--- src/rtl/arbitro_ula.sv ---
// Two-requester arbiter sharing one 4-bit ALU: IDLE -> EXEC -> RESP, result held until owner ack or timeout.
// Optional macro ARBITRO_ULA_PRIO_FIXA_EN selects fixed priority (requester 0 wins ties) instead of round-robin.

module ula_4b (
    input  logic [2:0] func_i,
    input  logic [3:0] a_i,
    input  logic [3:0] b_i,
    output logic [3:0] y_o,
    output logic       ill_o
);
    always_comb begin
        y_o   = 4'b0000;
        ill_o = 1'b0;
        case (func_i)
            3'b000:  y_o = a_i + b_i;
            3'b001:  y_o = a_i - b_i;
            3'b010:  y_o = {3'b000, (a_i > b_i)};
            3'b011:  y_o = {3'b000, (a_i < b_i)};
            3'b100:  y_o = {3'b000, (a_i == b_i)};
            3'b101:  y_o = a_i ^ b_i;
            3'b110:  y_o = a_i & b_i;
            default: ill_o = 1'b1;
        endcase
    end
endmodule

module arbitro_ula #(
    parameter int ACK_TIMEOUT = 8
) (
    input  logic       clk,
    input  logic       rst_n,
    input  logic       req0,
    input  logic       req1,
    input  logic [2:0] func0,
    input  logic [2:0] func1,
    input  logic [3:0] a0,
    input  logic [3:0] b0,
    input  logic [3:0] a1,
    input  logic [3:0] b1,
    input  logic       ack0,
    input  logic       ack1,
    output logic       gnt0,
    output logic       gnt1,
    output logic [3:0] res,
    output logic       res_valid,
    output logic       res_id,
    output logic       busy,
    output logic       ill_op,
    output logic       timeout_err
);
    typedef enum logic [1:0] {IDLE, EXEC, RESP} state_t;

    localparam logic [3:0] CNT_LAST = 4'(ACK_TIMEOUT - 1);

    state_t     state_q, state_d;
    logic [3:0] cnt_q, cnt_d;
    logic [3:0] res_q, res_d;
    logic       res_valid_q, res_valid_d;
    logic       res_id_q, res_id_d;
    logic       ill_q, ill_d;
    logic       tmo_q, tmo_d;
    logic [2:0] func_q;
    logic [3:0] a_q, b_q;
    logic       id_q;
    logic [3:0] alu_y;
    logic       alu_ill;
    logic       ack_own;
    logic       any_gnt;

`ifdef ARBITRO_ULA_PRIO_FIXA_EN
    always_comb begin
        gnt0 = 1'b0;
        gnt1 = 1'b0;
        if (rst_n && state_q == IDLE) begin
            gnt0 = req0;
            gnt1 = req1 & ~req0;
        end
    end
`else
    // last_q holds the id granted most recently; the other requester wins a tie
    logic last_q, last_d;

    always_comb begin
        gnt0 = 1'b0;
        gnt1 = 1'b0;
        if (rst_n && state_q == IDLE) begin
            if (req0 && req1) begin
                gnt0 = last_q;
                gnt1 = ~last_q;
            end else begin
                gnt0 = req0;
                gnt1 = req1;
            end
        end
    end

    always_comb begin
        last_d = last_q;
        if (gnt0 || gnt1) last_d = gnt1;
    end

    always_ff @(posedge clk) begin
        if (!rst_n) last_q <= 1'b1;
        else        last_q <= last_d;
    end
`endif

    assign any_gnt = gnt0 | gnt1;
    assign ack_own = res_id_q ? ack1 : ack0;

    ula_4b u_ula (
        .func_i (func_q),
        .a_i    (a_q),
        .b_i    (b_q),
        .y_o    (alu_y),
        .ill_o  (alu_ill)
    );

    always_comb begin
        state_d     = state_q;
        cnt_d       = cnt_q;
        res_d       = res_q;
        res_valid_d = res_valid_q;
        res_id_d    = res_id_q;
        ill_d       = 1'b0;
        tmo_d       = 1'b0;
        case (state_q)
            IDLE: begin
                if (any_gnt) state_d = EXEC;
            end
            EXEC: begin
                state_d     = RESP;
                res_d       = alu_y;
                res_id_d    = id_q;
                res_valid_d = 1'b1;
                ill_d       = alu_ill;
                cnt_d       = 4'd0;
            end
            RESP: begin
                // an ack arriving on the last counted cycle still wins over the timeout
                if (ack_own) begin
                    state_d     = IDLE;
                    res_valid_d = 1'b0;
                end else if (cnt_q == CNT_LAST) begin
                    state_d     = IDLE;
                    res_valid_d = 1'b0;
                    tmo_d       = 1'b1;
                end else begin
                    cnt_d = cnt_q + 4'd1;
                end
            end
            default: state_d = IDLE;
        endcase
    end

    always_ff @(posedge clk) begin
        if (!rst_n) begin
            state_q     <= IDLE;
            cnt_q       <= 4'd0;
            res_q       <= 4'd0;
            res_valid_q <= 1'b0;
            res_id_q    <= 1'b0;
            ill_q       <= 1'b0;
            tmo_q       <= 1'b0;
        end else begin
            state_q     <= state_d;
            cnt_q       <= cnt_d;
            res_q       <= res_d;
            res_valid_q <= res_valid_d;
            res_id_q    <= res_id_d;
            ill_q       <= ill_d;
            tmo_q       <= tmo_d;
        end
    end

    // operand capture is pure data and only meaningful after a grant
    always_ff @(posedge clk) begin
        if (any_gnt) begin
            func_q <= gnt1 ? func1 : func0;
            a_q    <= gnt1 ? a1 : a0;
            b_q    <= gnt1 ? b1 : b0;
            id_q   <= gnt1;
        end
    end

    assign res         = res_q;
    assign res_valid   = res_valid_q;
    assign res_id      = res_id_q;
    assign busy        = (state_q != IDLE);
    assign ill_op      = ill_q;
    assign timeout_err = tmo_q;
endmodule
--- config.mk ---
export PLATFORM = sky130hd
export DESIGN_NAME = arbitro_ula
export DESIGN_NICKNAME = d
export VERILOG_FILES = /design/src/rtl/arbitro_ula.sv
export SDC_FILE = /design/constraint.sdc
export NUM_CORES = 1
export LEC_CHECK = 0
export CAP_MARGIN = 30
export CELL_PAD_IN_SITES_DETAIL_PLACEMENT = 2
export CELL_PAD_IN_SITES_GLOBAL_PLACEMENT = 2
export CORE_AREA = 2 2 77 79
export DETAILED_ROUTE_END_ITERATION = 8
export DIE_AREA = 0 0 79 81
export PLACE_DENSITY = 0.77
export RECOVER_POWER = 25
export SYNTH_ARGS = -nofsm -noshare
export SYNTH_HDL_FRONTEND = slang
export SYNTH_SLANG_ARGS = --single-unit
--- constraint.sdc ---
create_clock -name clk -period 2 [get_ports clk]
set_input_delay 0.4 -clock clk [delete_from_list [all_inputs] [get_ports clk]]
set_output_delay 0.4 -clock clk [all_outputs]
set_load 0.1 [all_outputs]
# --- Word-level counts from Yosys, hierarchy flattened ---
# Index checks and enable logic that the tools add are counted.
word_totals:
  ff_bits: 27
  output_inout_bits: 11
  word_cells: 71
  input_bits: 28
op_classes:
  add_sub_neg: 3
  n_mux: 21
  n_lt_le_gt_ge: 2
  n_eq_ne: 14
  bitwise_logic: 6
  reduce_logical: 13
op_table:
  columns: ["operator", "count"]
  rows:
  - ["$pmux 4 s7", 1]
  - ["$mux 4", 4]
  - ["$eq 3x3->1 const B", 3]
  - ["$mux 1", 9]
  - ["$pmux 4 s2", 1]
  - ["$reduce_or 7->1", 1]
  - ["$eq 3x2->1 const B", 2]
  - ["$mux 2", 3]
  - ["$ne 2x2->1 const B", 3]
  - ["$pmux 2 s3", 1]
  - ["$reduce_and 2->1", 3]
  - ["$add 4x1->4 const B", 1]
  - ["$add 4x4->4", 1]
  - ["$and 4x4->4", 1]
  - ["$eq 4x3->1 const B", 1]
  - ["$eq 4x4->1", 1]
  - ["$gt 4x4->1", 1]
  - ["$lt 4x4->1", 1]
  - ["$reduce_bool 2->1", 2]
  - ["$sub 4x4->4", 1]
  - ["$xor 4x4->4", 1]
  - ["$eq 3x1->1 const B", 1]
  - ["$logic_not 3->1", 1]
  - ["$mux 3", 1]
  - ["11 further kinds", 14]

# --- Longest topological paths before layout ---
# Gate-level depths: netlist of run 1.
depth:
  word_depth: 6
  depth_mapped: 8
  mapped_depth_nobuf: 8

# --- Modules after synthesis ---
# Synthesis of run 1 repeated with hierarchy kept, for this count alone.
unflattened:
  cells_unflattened: 165
  hier_area_um2: 1737.9
modules_own_cells:
  columns: ["module", "seq_area_each_um2", "area_per_inst_um2", "n_inst", "cells_per_inst"]
  rows:
  - ["arbitro_ula", 660.6, 1267.5, 1, 106]
  - ["ula_4b", 0.0, 470.5, 1, 59]

# --- Worst setup path after synthesis of run 1 ---
# OpenSTA, ideal clock, no wires.
synth_timing:
  path_kind: "register -> register"
  start: "reg state_q[1]"
  end: "reg a_q[0], enable pin"
  stages_incl_launch_ff: 5
  arrival_ps: 3663
  slack_ps: -2016
  setup_time_ps: 353
  n_path_buf: 0
  synth_period_minus_slack_ps: 4016
  required_time_ps: 1647
  cell_sequence: "dfxtp_1 nor2_2 inv_1 nor3_1 or2_1"
synth_via:
  elab_chain_cells: 4
  word_cells_on_any_way: 5
  cone_classes: "2 x mux; 1 x bitwise; 2 x reduce/logical"
synth_lines:
  columns: ["item", "line_no", "rtl"]
  rows:
  - ["start, declared", "55", "state_t state_q, state_d;"]
  - ["start signal, assigned", "166", "state_q <= state_d;"]
  - ["$logic_not 2->1", "86", "if (rst_n && state_q == IDLE) begin"]
  - ["$logic_and 1x1->1", "86", null]
  - ["$mux 1", "86", null]
  - ["via gnt0", "42", "output logic gnt0,"]
  - ["$or 1x1->1", "108", "assign any_gnt = gnt0 | gnt1;"]
  - ["via any_gnt", "68", "logic any_gnt;"]
  - ["end signal, assigned", "180", "a_q <= gnt1 ? a1 : a0;"]
  - ["end, declared", "63", "logic [3:0] a_q, b_q;"]
# The timed path passes the listed nets, and every way through them passes these cells.
# A chain may end at the register's enable or synchronous reset.

# --- Worst setup path in the final report of run 1 ---
layout_timing:
  start: "in req1"
  end: "out gnt0"
layout_via:
  elab_chain_cells: 3
layout_lines:
  columns: ["item", "line_no", "rtl"]
  rows:
  - ["start, declared", "33", "input logic req1,"]
  - ["$logic_and 1x1->1", "87", "if (req0 && req1) begin"]
  - ["$mux 1", "87", null]
  - ["$mux 1", "86", null]
  - ["end, declared", "42", null]
# Every way passes these cells.

==> results.cfg, run 1 <==
[pwr]
power.leakage_nw = 0.918
irDropWorstVdd_uv = 370
power.density_mw_per_mm2 = 697

[die]
die_h_um = 81
core_mm2 = 0.00568
initial_core_util_pct = 29.9
chipWidth_um = 79
row_count = 28
io_pins = 39
dieArea_mm2 = 0.00640

[finish]
drive_gt1_share_pct = 20.7
final_cells = 283
multi_input_area_um2 = 946
num_antenna_cells = 0
area_delta_synth_final_pct = 32.5
n_fill_cell = 630
seqCellArea_um2 = 663
finalInstanceArea_mm2 = 0.00225
final_net_count = 248

[placed_design]
port_buffers = 38
place_hpwl_um = 3350
dp.cells = 276
place.gp.congestion = 0.735
dpl_cell_area_mm2 = 0.00220

[synth]
ys_seq_area_share_pct = 38.9
syn-cell-area_mm2 = 0.00170
syn_inst = 166
synth-edff-count = 12
synth.ff_latch_count = 27
ys.warnings.count = 0
synth_flop_cell = dfxtp_1
synthArstFlopShare_pct = 0
synth_cell_type_count = 51
syn_area_per_cell_um2 = 10.2
syn-num-nets = 205

[route]
vias_per_cell = 5.01
num_vias = 1417
drt_first_iter_violations = 54
ant_nets = 0
drt-wirelength-per-cell_um = 14.7
dr.pass1.iters = 4
drt-total-wl_um = 4170
drc = 0

[timing]
finalSetupTns_ns = 0
finalCritPeriodShare_pct = 95.2
finalHoldViolCount = 0
worstMarginPinSlew_ns = 0.547
relSlewSlack_pct = 63.7
clock_skew_ns = 0.00183
fmax_mhz = 525
fin_crit_ns = 1.90
setup_violations = 0
hold_ws_ns = 0.497
slew_viol_final = 0
rsz0062_at_grt = false

[clocking]
clock_sinks = 27
cts_tree = built
clkTransAtPathRegs_ns = 0.09
cts_root_buf = clkbuf_8
ctsResizeCount = 0
cts_max_path_buffers = 2
worstSkewPairLatency_ns = 0.27
postCtsHoldBufs = 0
post_cts_buffers = 0
numCtsBuffers = 3
htree_levels = 1

[worst_setup_path]
crit_path_end_kind = output port
start_kind = input port
cp.arrival_ns = 1.50
critical_path_class = input port to output port
critPathRequiredTime_ns = 1.60
critPathMaxFanout = 3

[global_route]
antenna_found_initial = 0
track_usage_pct = 13.8
grt_pass1_wl_um = 6960
grt_max_degree = 16
grt_pass1_vias = 1499
overflow = 0

[run]
drv_cap = 0

[worst_hold_path]
hold_class = register to register

[run_status]
status = complete, no violations
## kinds of logic after synthesis
group           count (synthesis)  synth area share [%]
compound gates                 35                  15.0
xor+xnor                        1                 0.516
fa+ha+maj                      11                  9.00
buf+inv                        23                  6.42
flops                          27                  38.9
mux                            14                  11.1
simple gates                   55                  19.0
## synth_stat cells (3+ instances only)
| library cell | n | area share [%] |
|---|---|---|
| and3_1 | 5 | 1.8 |
| inv_1 | 14 | 3.1 |
| dfxtp_1 | 15 | 18 |
| a32o_1 | 3 | 1.8 |
| nand3_1 | 6 | 1.8 |
| nand2_1 | 9 | 2.0 |
| mux2_4 | 9 | 8.0 |
| ha_1 | 9 | 6.6 |
| o21ai_0 | 3 | 0.88 |
| o22ai_1 | 3 | 1.1 |
| nor3_1 | 3 | 0.88 |
| buf_2 | 3 | 0.88 |
| edfxtp_1 | 12 | 21 |
| nand4b_1 | 3 | 1.5 |
| mux2i_1 | 3 | 1.8 |
| a21oi_1 | 8 | 2.4 |
| o21ai_1 | 5 | 1.5 |
| nor2_1 | 8 | 1.8 |
## worst max-delay path, cell delays in order
cell and delay [ns]:
clkdlybuf4s50_1 0.52, inv_1 0.05, o21ai_0 0.28, nor3_4 0.08
buf_12 0.17
## worst paths after layout
check                               to  startpoint  depth (start not counted)  slack (ns)
worst min-delay path            res[0]      res[0]                          2        0.50
worst max register to register  res[1]      a_q[0]                          8        0.12
worst max-delay path              gnt0        req1                          5         0.1
worst min register to register  res[0]      res[0]                          2        0.50
## sequential cells by signal, summed over array words and instances, names as in the netlist
name / cells
state_q: 2
cnt_q: 4
a_q: 4
b_q: 4
ill_op: 1
res_id: 1
id_q: 1
func_q: 3
res: 4
last_q: 1
res_valid: 1
timeout_err: 1
## cell type report
type	instances	share of cell area, %
multi-input combinational	116	42.1
sequential	27	29.5
timing repair buffer	45	19.4
tap	75	4.17
inverter	16	2.84
clock buffer	3	1.84
clock inverter	1	0.223
## cell usage in the layout (no fill, tap or decap), types with 6 or more instances in the layout
master and count:
inv_1 13, nand3_1 6, nand2_1 9, edfxtp_1 12, mux2_4 9, buf_4 6
dfxtp_1 13, a21oi_1 8, clkdlybuf4s50_1 27, clkbuf_2 8, nor2_1 8, ha_1 9
## through the flow
step	worst slack (ns)	total power [mW]	utilization, %
after detailed placement	0.0656	1.26	38.8
after global placement	0.0803	1.24	38.8
final	0.0957	1.57	39.6
after global routing	0.00236	1.65	39.6
after floorplan	-0.565	1.08	-
after CTS	0.0226	1.58	39.6
## layer usage
layer  track usage, %  part of all wire [%]
met1             17.3                    46
met2             24.0                    50
met3             3.11                   3.2
met4             3.62                  0.77
met5                0                     0
## where the power goes
part | internal [mW] | leakage (nW) | switching (mW)
logic | 0.237 | 0.658 | 0.332
registers | 0.628 | 0.235 | 0.0519
clock network | 0.140 | 0.0255 | 0.178
Note: power is estimated with default switching activity, not from simulation.
==> run 2, diff against run 1 <==
CORE_AREA = 2 2 69 71   (was 2 2 77 79)
CTS_BUF_LIST = sky130_fd_sc_hd__clkbuf_8   (was unset)
DIE_AREA = 0 0 71 73   (was 0 0 79 81)
DONT_BUFFER_PORTS = 1   (was unset)
SYNTH_HIERARCHICAL = 1   (was unset)
==> results.cfg, run 2 <==
[run_status]
status = complete, no violations

[route]
drt_first_iter_violations = 76
num_vias = 1340
drt-total-wl_um = 4520
drt-wirelength-per-cell_um = 19.3
drc = 0
dr.pass1.iters = 4
ant_nets = 0
vias_per_cell = 5.70

[clocking]
postCtsHoldBufs = 0
worstSkewPairLatency_ns = 0.27
cts_max_path_buffers = 2
clock_sinks = 27
clkTransAtPathRegs_ns = 0.10
htree_levels = 1
cts_tree = built
numCtsBuffers = 3
cts_root_buf = clkbuf_8

[run]
drv_cap = 0

[synth]
synth-edff-count = 12
syn_inst = 165
synth_common_cells = 15 x dfxtp_1, 12 x edfxtp_1, 12 x nor2_1
yosysMostFrequentCell = dfxtp_1
yosys.area.top_type = edfxtp_1
syn-num-nets = 204
synth_cell_type_count = 52
synth_top_area_share_pct = 20.7
synth_flop_cell = dfxtp_1
synth_area_leaders = edfxtp_1 21%, dfxtp_1 17%, mux2_4 7.8%
synth.ff_latch_count = 27
syn_area_per_cell_um2 = 10.5
ys.warnings.count = 6
synthArstFlopShare_pct = 0
ys_seq_area_share_pct = 38.0
syn-cell-area_mm2 = 0.00174

[finish]
final_cell_mix = 14 x dfxtp_1, 13 x buf_4, 12 x nor2_1, 12 x edfxtp_1
area_delta_synth_final_pct = 14.0
final_net_count = 221
finalInstanceArea_mm2 = 0.00198
num_antenna_cells = 0
final_cells = 235
layout_commonest_cell = dfxtp_1
drive_gt1_share_pct = 27.6

[global_route]
grt_pass1_vias = 1493
track_usage_pct = 17.2
grt_max_degree = 17
antenna_found_initial = 0
grt_pass1_wl_um = 7110
overflow = 0

[timing]
relSlewSlack_pct = 46.6
clock_skew_ns = 0.00588
fmax_mhz = 522
fin_crit_ns = 1.91
slew_viol_final = 0
worstMarginPinSlew_ns = 0.779
setup_violations = 0
finalCritPeriodShare_pct = 95.7
rsz0062_at_grt = true
finalHoldViolCount = 0

[die]
dieArea_mm2 = 0.00518
io_pins = 39
initial_core_util_pct = 38.3
die_h_um = 73
row_count = 25
core_mm2 = 0.00454
chipWidth_um = 71

[pwr]
seq_power_share_pct = 47.6
irDropWorstVdd_uv = 397
power.leakage_nw = 0.844
power.density_mw_per_mm2 = 698
switching_share_pct = 34.0
combinationalPowerShare_pct = 29.4
p_sw_mw = 0.471
clockPowerShare_pct = 23.0
p_int_mw = 0.912

[worst_setup_path]
critical_path_class = register to register
start_kind = register
r2r-end = res[0]
crit_path_end_kind = register
r2r-start = a_q[0]
critPathMaxFanout = 3
reg2reg_depth = 10
reg2reg_slack_ns = 0.09
critPathRequiredTime_ns = 2.17
cp.arrival_ns = 2.09

[worst_hold_path]
hold_class = input port to register
hold_path_startpoint = rst_n
min_delay_path_depth = 1
min_to = last_q

[placed_design]
place.gp.congestion = 0.874
dpl_cell_area_mm2 = 0.00190
port_buffers = 0
place_hpwl_um = 3420
dp.cells = 227
==> run 2: changes by cell type in the layout (fill, tap and decap cells not counted), sizes merged, moves of 3 or more <==
cell / change
a32o: -3
o22ai: -3
clkbuf: -3
nor2: +3
buf: +5
nor3: -3
nor2b: +3
inv: -6
mux2i: +5
clkdlybuf4s50: -27
o21ai: -5
==> run 2: logic make-up after synthesis <==
logic type	share of synthesized area, %
multiplexers	14.5
adder cells (fa/ha/maj)	8.78
buffers and inverters	5.18
flip-flops	38.0
AND/OR/NAND/NOR	20.3
AO/OA/AOI/OAI	13.2
==> run 2: final cells by class <==
| cell class | instances | area [µm²] |
|---|---|---|
| multi-input combinational | 120 | 1010 |
| clock buffer | 3 | 41.3 |
| tap | 54 | 67.6 |
| sequential | 27 | 662 |
| inverter | 10 | 37.5 |
| timing repair buffer | 20 | 161 |
| fill | 473 | 2550 |
| clock inverter | 1 | 5.00 |
==> run 2: worst max-delay path by stage <==
stage                           from      to  cells past startpoint
final                         a_q[0]  res[0]                     10
after global routing          a_q[0]  res[0]                     10
after CTS                 state_q[0]    gnt0                      5
after detailed placement      a_q[0]  res[0]                     10
after global placement        a_q[0]  res[0]                     10
after floorplan           state_q[0]    gnt0                      4
==> run 2: worst max-delay path: stages (launching register included) <==
cell	delay [ns]
edfxtp_1	0.42
inv_1	0.09
ha_2	0.18
inv_2	0.04
fa_2	0.35
nand3_1	0.12
nand2_1	0.06
a311oi_1	0.25
o211ai_1	0.11
mux2i_1	0.15
nor2_1	0.05
==> run 2: what timing repair did <==
| item | 4_1_cts | 5_1_grt |
|---|---|---|
| buffers inserted | 0 | 4 |
| resized for setup | 0 | 8 |
| setup endpoints to repair | 0 | 5 |
==> run 2: stage by stage <==
| step | setup TNS (ns) | hold WS [ns] | utilization [%] | setup WS [ns] | power (mW) |
|---|---|---|---|---|---|
| 2_1_floorplan | -0.0431 | 0.456 | - | -0.0431 | 0.967 |
| 3_3_place_gp | 0 | 0.481 | 42.0 | 0.144 | 1.04 |
| 3_5_place_dp | 0 | 0.496 | 42.0 | 0.0294 | 1.06 |
| 4_1_cts | 0 | 0.219 | 43.0 | 0.00280 | 1.38 |
| 5_1_grt | -0.0592 | 0.230 | 43.7 | -0.0475 | 1.45 |
| 6_report | 0 | 0.218 | 43.7 | 0.0861 | 1.38 |
==> run 2: power groups by stage <==
stage	Sequential (mW)	Clock [mW]	Combinational, mW
after floorplan	0.711	0	0.256
after global placement	0.668	0	0.371
after detailed placement	0.672	0	0.388
after CTS	0.660	0.331	0.391
after global routing	0.664	0.349	0.438
final	0.658	0.318	0.407
==> run 2: layer usage <==
metal / up-vias / wire length (µm) / GRT usage (%)
met5: - / 0 / 0
met4: 0 / 12 / 2.52
met3: 2 / 188 / 3.18
met2: 35 / 2340 / 33.5
met1: 662 / 1980 / 20.0
li1: 641 / - / -
